`config.mk`:
```
export PLATFORM = sky130hd
export DESIGN_NAME = phase_frame_sched
export DESIGN_NICKNAME = d
export VERILOG_FILES = /design/src/rtl/phase_frame_sched.sv
export SDC_FILE = /design/constraint.sdc
export NUM_CORES = 1
export LEC_CHECK = 0
export ABC_CLOCK_PERIOD_IN_PS = 2400
export BUFFER_PORTS_ARGS = -buffer_cell sky130_fd_sc_hd__buf_2
export CORE_ASPECT_RATIO = 1.75
export CORE_UTILIZATION = 54
export CTS_CLUSTER_SIZE = 30
export DETAILED_ROUTE_END_ITERATION = 8
export PLACE_DENSITY = 0.84
export SLEW_MARGIN = 25
export SYNTH_ARGS = -nofsm -noshare
export SYNTH_HDL_FRONTEND = slang
export SYNTH_SLANG_ARGS = --single-unit
```
`constraint.sdc`:
```
create_clock -name clk -period 2.4 [get_ports clk]
set_input_delay 0.12 -clock clk [delete_from_list [all_inputs] [get_ports clk]]
set_output_delay 0.12 -clock clk [all_outputs]
set_load 0.1 [all_outputs]
```
`src/rtl/phase_frame_sched.sv`:
```
// Shared pwm period counter plus double-buffered phase bank: frames stream into a shadow
// buffer and are committed to the live phases atomically at the period boundary.
module phase_frame_sched #(
    parameter int unsigned CLK_FREQ = 256,
    parameter int unsigned OUT_FREQ = 1,
    parameter int unsigned NUM_CH   = 4,
    localparam int unsigned PERIOD  = CLK_FREQ / OUT_FREQ,
    localparam int unsigned CNT_W   = $clog2(PERIOD)
) (
    input  logic                    clk,
    input  logic                    rst,
    input  logic                    enable,
    input  logic                    in_valid,
    output logic                    in_ready,
    input  logic [CNT_W-1:0]        in_data,
    input  logic                    in_last,
    output logic [CNT_W-1:0]        cnt,
    output logic [NUM_CH*CNT_W-1:0] phases,
    output logic [NUM_CH-1:0]       ch_en,
    output logic                    commit,
    output logic                    frame_err
);

    localparam int unsigned IDX_W = (NUM_CH > 1) ? $clog2(NUM_CH) : 1;
    localparam logic [IDX_W-1:0] LAST_IDX = IDX_W'(NUM_CH - 1);
    localparam logic [CNT_W-1:0] CNT_MAX  = CNT_W'(PERIOD - 1);

    typedef enum logic {StFill, StPend} state_t;

    state_t                    state_q, state_d;
    logic [CNT_W-1:0]          cnt_q;
    logic [NUM_CH*CNT_W-1:0]   shadow_q;
    logic [NUM_CH*CNT_W-1:0]   phases_q;
    logic [IDX_W-1:0]          wr_idx_q;
    logic [NUM_CH-1:0]         ch_en_q;
    logic                      commit_q;
    logic                      frame_err_q;
    logic                      committed_once_q;

    logic hs;
    logic idx_at_last;
    logic frame_ok;
    logic frame_bad;
    logic cnt_wrap;
    logic do_commit;

    assign hs          = in_valid & in_ready;
    assign idx_at_last = (wr_idx_q == LAST_IDX);
    assign frame_ok    = hs & in_last & idx_at_last;
    // in_last disagreeing with the slot position means a short or a long frame
    assign frame_bad   = hs & (in_last ^ idx_at_last);
    assign cnt_wrap    = (cnt_q == CNT_MAX);
    assign do_commit   = (state_q == StPend) & (~enable | cnt_wrap);

    always_ff @(posedge clk or posedge rst) begin
        if (rst) begin
            state_q <= StFill;
        end else begin
            state_q <= state_d;
        end
    end

    always_comb begin
        state_d = state_q;
        unique case (state_q)
            StFill: if (frame_ok)  state_d = StPend;
            StPend: if (do_commit) state_d = StFill;
            default: state_d = StFill;
        endcase
    end

    always_comb begin
        in_ready = (state_q == StFill);
    end

    always_ff @(posedge clk or posedge rst) begin
        if (rst) begin
            cnt_q            <= '0;
            shadow_q         <= '0;
            phases_q         <= '0;
            wr_idx_q         <= '0;
            ch_en_q          <= '0;
            commit_q         <= 1'b0;
            frame_err_q      <= 1'b0;
            committed_once_q <= 1'b0;
        end else begin
            if (!enable || cnt_wrap) begin
                cnt_q <= '0;
            end else begin
                cnt_q <= cnt_q + 1'b1;
            end

            if (hs) begin
                if (frame_ok || frame_bad) begin
                    wr_idx_q <= '0;
                end else begin
                    wr_idx_q <= wr_idx_q + 1'b1;
                end
            end

            if (hs && !frame_bad) begin
                for (int k = 0; k < NUM_CH; k++) begin
                    if (wr_idx_q == IDX_W'(k)) begin
                        shadow_q[k*CNT_W +: CNT_W] <= in_data;
                    end
                end
            end

            frame_err_q <= frame_bad;
            commit_q    <= do_commit;
            if (do_commit) begin
                phases_q         <= shadow_q;
                committed_once_q <= 1'b1;
            end

            ch_en_q <= {NUM_CH{enable & committed_once_q}};
        end
    end

    assign cnt       = cnt_q;
    assign phases    = phases_q;
    assign ch_en     = ch_en_q;
    assign commit    = commit_q;
    assign frame_err = frame_err_q;

endmodule

```
After elaboration in Yosys (flattened, before gate mapping)
Cells that the tools add are included.
- memory bits (read-only): 0
- input port bits: 13
- register bits after elaboration: 79
- bits in writable memories: 0
- bits in latches: 0
- memories kept: 0
- $lt $le $gt $ge: 0
- reduce and logical (&&, ||, !) cells: 10
- multiply operators: 0
- shifts and indexed selects: 0
- bitwise logic cells: 10
- div/mod/pow operators: 0
- $add $sub $neg: 2
- equal/unequal tests: 4
- muxes and demuxes: 5
- operator list (cell ; count):
    8-bit by 1-bit adder with 8-bit output (second input constant) ; 1
    8-bit equality test (second input constant) ; 1
    8-bit two-way mux ; 1
    2-bit AND reduction ; 4
    1-bit bitwise AND ; 6
    2-bit equality test (second input constant) ; 2
    2-bit by 1-bit adder with 2-bit output (second input constant) ; 1
    2-bit by 1-bit equality test with 1-bit output (second input constant) ; 1
    1-bit logical NOT ; 2
    2-bit logical NOT ; 1
    1-bit logical OR ; 2
    1-bit two-way mux ; 2
    2-bit two-way mux ; 1
    1-bit NOT ; 2
    1-bit case mux with 2 select lines ; 1
    1-bit logical AND ; 1
    1-bit bitwise OR ; 1
    1-bit bitwise XOR ; 1

Logic depth before layout (Yosys ltp)
- depth after elaboration: 6
- gate-level depth with buffers: 5
- mapped depth without buffers: 4

Least setup slack after synthesis
Ideal clock, no wire load.
- kind: register -> register
- from: register cnt_q[0], in the netlist cnt[0]
- to: register phases_q[10], in the netlist phases[10]
- setup slack: -157 ps
- cell stages (with the launch flop): 6
- path buffers: 1
- data arrival time: 2432 ps
- period minus slack after synthesis: 2557 ps
- path through: dfrtp_1 ha_1 nand4_4 o32ai_4 buf_6 mux2_2
- word-level cells in the longest chain between the ends: 3
- RTL lines (element ; line ; source):
    start: declaration ; 31 ; logic [CNT_W-1:0] cnt_q;
    start signal: assignment ; 90 ; cnt_q <= cnt_q + 1'b1;
    8-bit equality test ; 52 ; assign cnt_wrap = (cnt_q == CNT_MAX);
    1-bit bitwise OR ; 53 ; assign do_commit = (state_q == StPend) & (~enable | cnt_wrap);
    1-bit bitwise AND ; 53 ;
    end signal: assignment ; 112 ; phases_q <= shadow_q;
    end: declaration ; 33 ; logic [NUM_CH*CNT_W-1:0] phases_q;
Every way passes these cells.
A chain may end at the register's enable or synchronous reset.

Final worst setup path
- from: register wr_idx_q[0]
- to: register shadow_q[20]
- word-level cells in the longest chain between the ends: 6
- elaborated cells on any way between the ends: 7
- RTL lines (element ; line ; source):
    start: declaration ; 34 ; logic [IDX_W-1:0] wr_idx_q;
    start signal: assignment ; 97 ; wr_idx_q <= wr_idx_q + 1'b1;
    2-bit equality test ; 48 ; assign idx_at_last = (wr_idx_q == LAST_IDX);
    1-bit bitwise XOR ; 51 ; assign frame_bad = hs & (in_last ^ idx_at_last);
    1-bit bitwise AND ; 51 ;
    1-bit logical NOT ; 101 ; if (hs && !frame_bad) begin
    1-bit logical AND ; 101 ;
    2-bit AND reduction (no source line) (*) ; -- ;
    end signal: indexed assignment ; 104 ; shadow_q[k*CNT_W +: CNT_W] <= in_data;
    end: declaration ; 32 ; logic [NUM_CH*CNT_W-1:0] shadow_q;
Every way passes the cells marked *; elsewhere a longest branch is shown, timed or not.

==> results.md <==
* Outcome: completed
* Die height at 103 µm
* Finished Cell Area at 3730 µm²
* Synth area leader: dfrtp_1
* Final worst-path cycle share at 82.4%
* Worst Setup Path Type: flop to flop
* Unrepaired setup endpoints after global routing: no
* Fmax at 506 MHz
* Overall global routing resource usage at 19.9%
* Final setup fails at 0
* Clk_lat worst skew at 0.34 ns
* Prevailing post-synth register cell: dfrtp_1
* Hold WS at 0.0600 ns
* Post-synth top area share at 63.3%
* DR WL/cell at 15.3 µm
* Antenna diodes at 0
* EDFF count, synth at 0
* Number of global-route vias before repair at 1783
* Post-CTS setup buffers at 0
* Required @ worst endpoint at 2.63 ns
* HP Class: input pin to flop
* WL final at 5380 µm
* Avg Cell Area, Syn at 15.3 µm²
* Max_slew headroom at 60.1%
* Fin nets at 288
* Post-CTS sizing at 0
* Via-to-Cell Ratio at 5.25
* Yosys warning count at 0
* Final worst path period need at 1.98 ns
* Worst Skew at 0.00585 ns
* Setup TNS at 0 ns
* Max-slew violation count at 0
* CTS H-tree lvls at 3
* Clock transition at path regs at 0.07 ns
* Hold buffer count at CTS at 1
* # IOs at 60
* # DRC at 0
* Most frequent cell after synthesis: dfrtp_1
* Slew at the pin with the worst max-slew slack at 0.592 ns
* I/O Buffers at 59
* Area growth, synth to finish at 19.4%
* CTS tree: done
* Synthesis-stage register bit count at 79
* Syn nets at 222
* Detailed Place HPWL at 3720 µm
* Initial core utilization at 55.9%
* 1st-iter DRT viols at 74
* Pin count of the biggest net entering global routing at 80
* Final setup margin at 0.423 ns
* Post-Syn Instances at 204
* Worst setup SP type: flop
* Via count at 1843
* TritonCTS Buffers at 9
* Clk buf depth at 2
* Grt total ovfl at 0
* DIE AREA at 6100 µm²
* First-pass GRT wire length at 8530 µm
* Die Wd at 59.5 µm
* RePlAce Congestion at 0.686
* Sequential share of the synthesized area at 63.3%
* Most frequent cells after synthesis: dfrtp_1 (79), mux2_2 (63), nand3_1 (8)
* Final Hold Fails at 0
* DRT Pass-1 Iters at 4
* Yosys cell types at 27
* Fraction of registers with async set/reset at 100%
* # rows at 36
* Top post-synthesis cells by area: dfrtp_1 (63%), mux2_2 (23%), ha_1 (2.0%)
* Cell area after synthesis at 3120 µm²
* Clock tree sinks at 79
* Crit-path max FO at 8
* CP arrival at 2.20 ns
* CP Capture Type: flop
* Max-Cap Viols at 0
* Core area at 5590 µm²
* Placed Area at 3490 µm²
* CTS root buffer: clkbuf_8
* Dpl ws at 0.429 ns
* Initial antenna violation count at 0
* Routed Antenna Nets at 0
* Layout cells sized above 1 at 52.4%
==> cell families (layout without fill, tap and decap cells) <==
logic type,count (synthesis),count (layout),synth area share [%]
AO/OA/AOI/OAI,10,10,2.57
XOR/XNOR,4,4,1.12
adder cells (fa/ha/maj),5,5,2.00
buffers and inverters,14,85,2.77
flip-flops,79,79,63.3
multiplexers,65,65,23.4
AND/OR/NAND/NOR,27,27,4.77
==> worst max-delay path, cell delays in order, from the launching register on <==
cell	delay, ns
dfrtp_1	0.41
ha_1	0.25
xnor2_1	0.31
nand3_1	0.46
mux2_2	0.43
==> final cells by class <==
class	count	area, µm²
clock inverters	3	65.1
repair buffers	62	345
fillers	441	1860
flip-flops and latches	79	1980
multi-input cells	111	1060
clock buffers	13	159
inverters	7	26.3
well taps	76	95.1
==> worst paths after layout <==
path,start,endpoint,slack [ns],depth (start not counted)
worst max-delay path,wr_idx_q[0]$_DFFE_PP0P_,shadow_q[20]$_DFFE_PP0P_,0.42,4
worst min-delay path,in_data[0],shadow_q[0]$_DFFE_PP0P_,0.06,2
worst max register to register,wr_idx_q[0]$_DFFE_PP0P_,shadow_q[20]$_DFFE_PP0P_,0.42,4
worst min register to register,committed_once_q$_DFFE_PP0P_,committed_once_q$_DFFE_PP0P_,0.47,1
max in group asynchronous,rst,cnt[0]$_DFF_PP0_,1.64,4
min in group asynchronous,rst,commit$_DFF_PP0_,0.41,4
==> stage by stage <==
step | cells | utilization, %
after floorplan | 204 | -
after global placement | 334 | 62.6
after detailed placement | 334 | 62.6
after CTS | 351 | 66.8
after global routing | 351 | 66.8
final | 351 | 66.8
==> state kept, by name (all words and copies together) (netlist names) <==
signal / count
wr_idx_q: 2
ch_en: 1
frame_err: 1
state_q: 1
shadow_q: 32
commit: 1
committed_once_q: 1
phases: 32
cnt: 8
==> per-layer routing <==
metal / track usage (%) / share of wire [%] / vias up
met5: 0 / 0 / -
met4: 10.8 / 2.8 / 0
met2: 33.3 / 54 / 51
met1: 21.9 / 39 / 932
li1: - / - / 847
met3: 6.65 / 3.8 / 13
==> cells in the final DEF (no fill, tap or decap), drive strengths merged <==
cell type | Yosys | final
o21ai | 4 | 4
nor3 | 1 | 1
nor2 | 6 | 6
xnor2 | 2 | 2
nand2b | 1 | 1
buf | 7 | 61
o211ai | 1 | 1
dlygate4sd3 | 0 | 1
a22o | 1 | 1
clkbuf | 0 | 13
or4 | 1 | 1
a31oi | 1 | 1
or2 | 1 | 1
nand4 | 1 | 1
nand3 | 8 | 8
bufinv | 0 | 2
nand2 | 4 | 4
o32ai | 1 | 1
dfrtp | 79 | 79
inv | 7 | 7
ha | 5 | 5
mux2 | 65 | 65
or3 | 2 | 2
and2 | 1 | 1
nor2b | 1 | 1
xor2 | 2 | 2
a21oi | 2 | 2
clkinv | 0 | 1
Power is not shown: default switching activity piles up to over one toggle a cycle in this logic, so the estimate is an artifact.
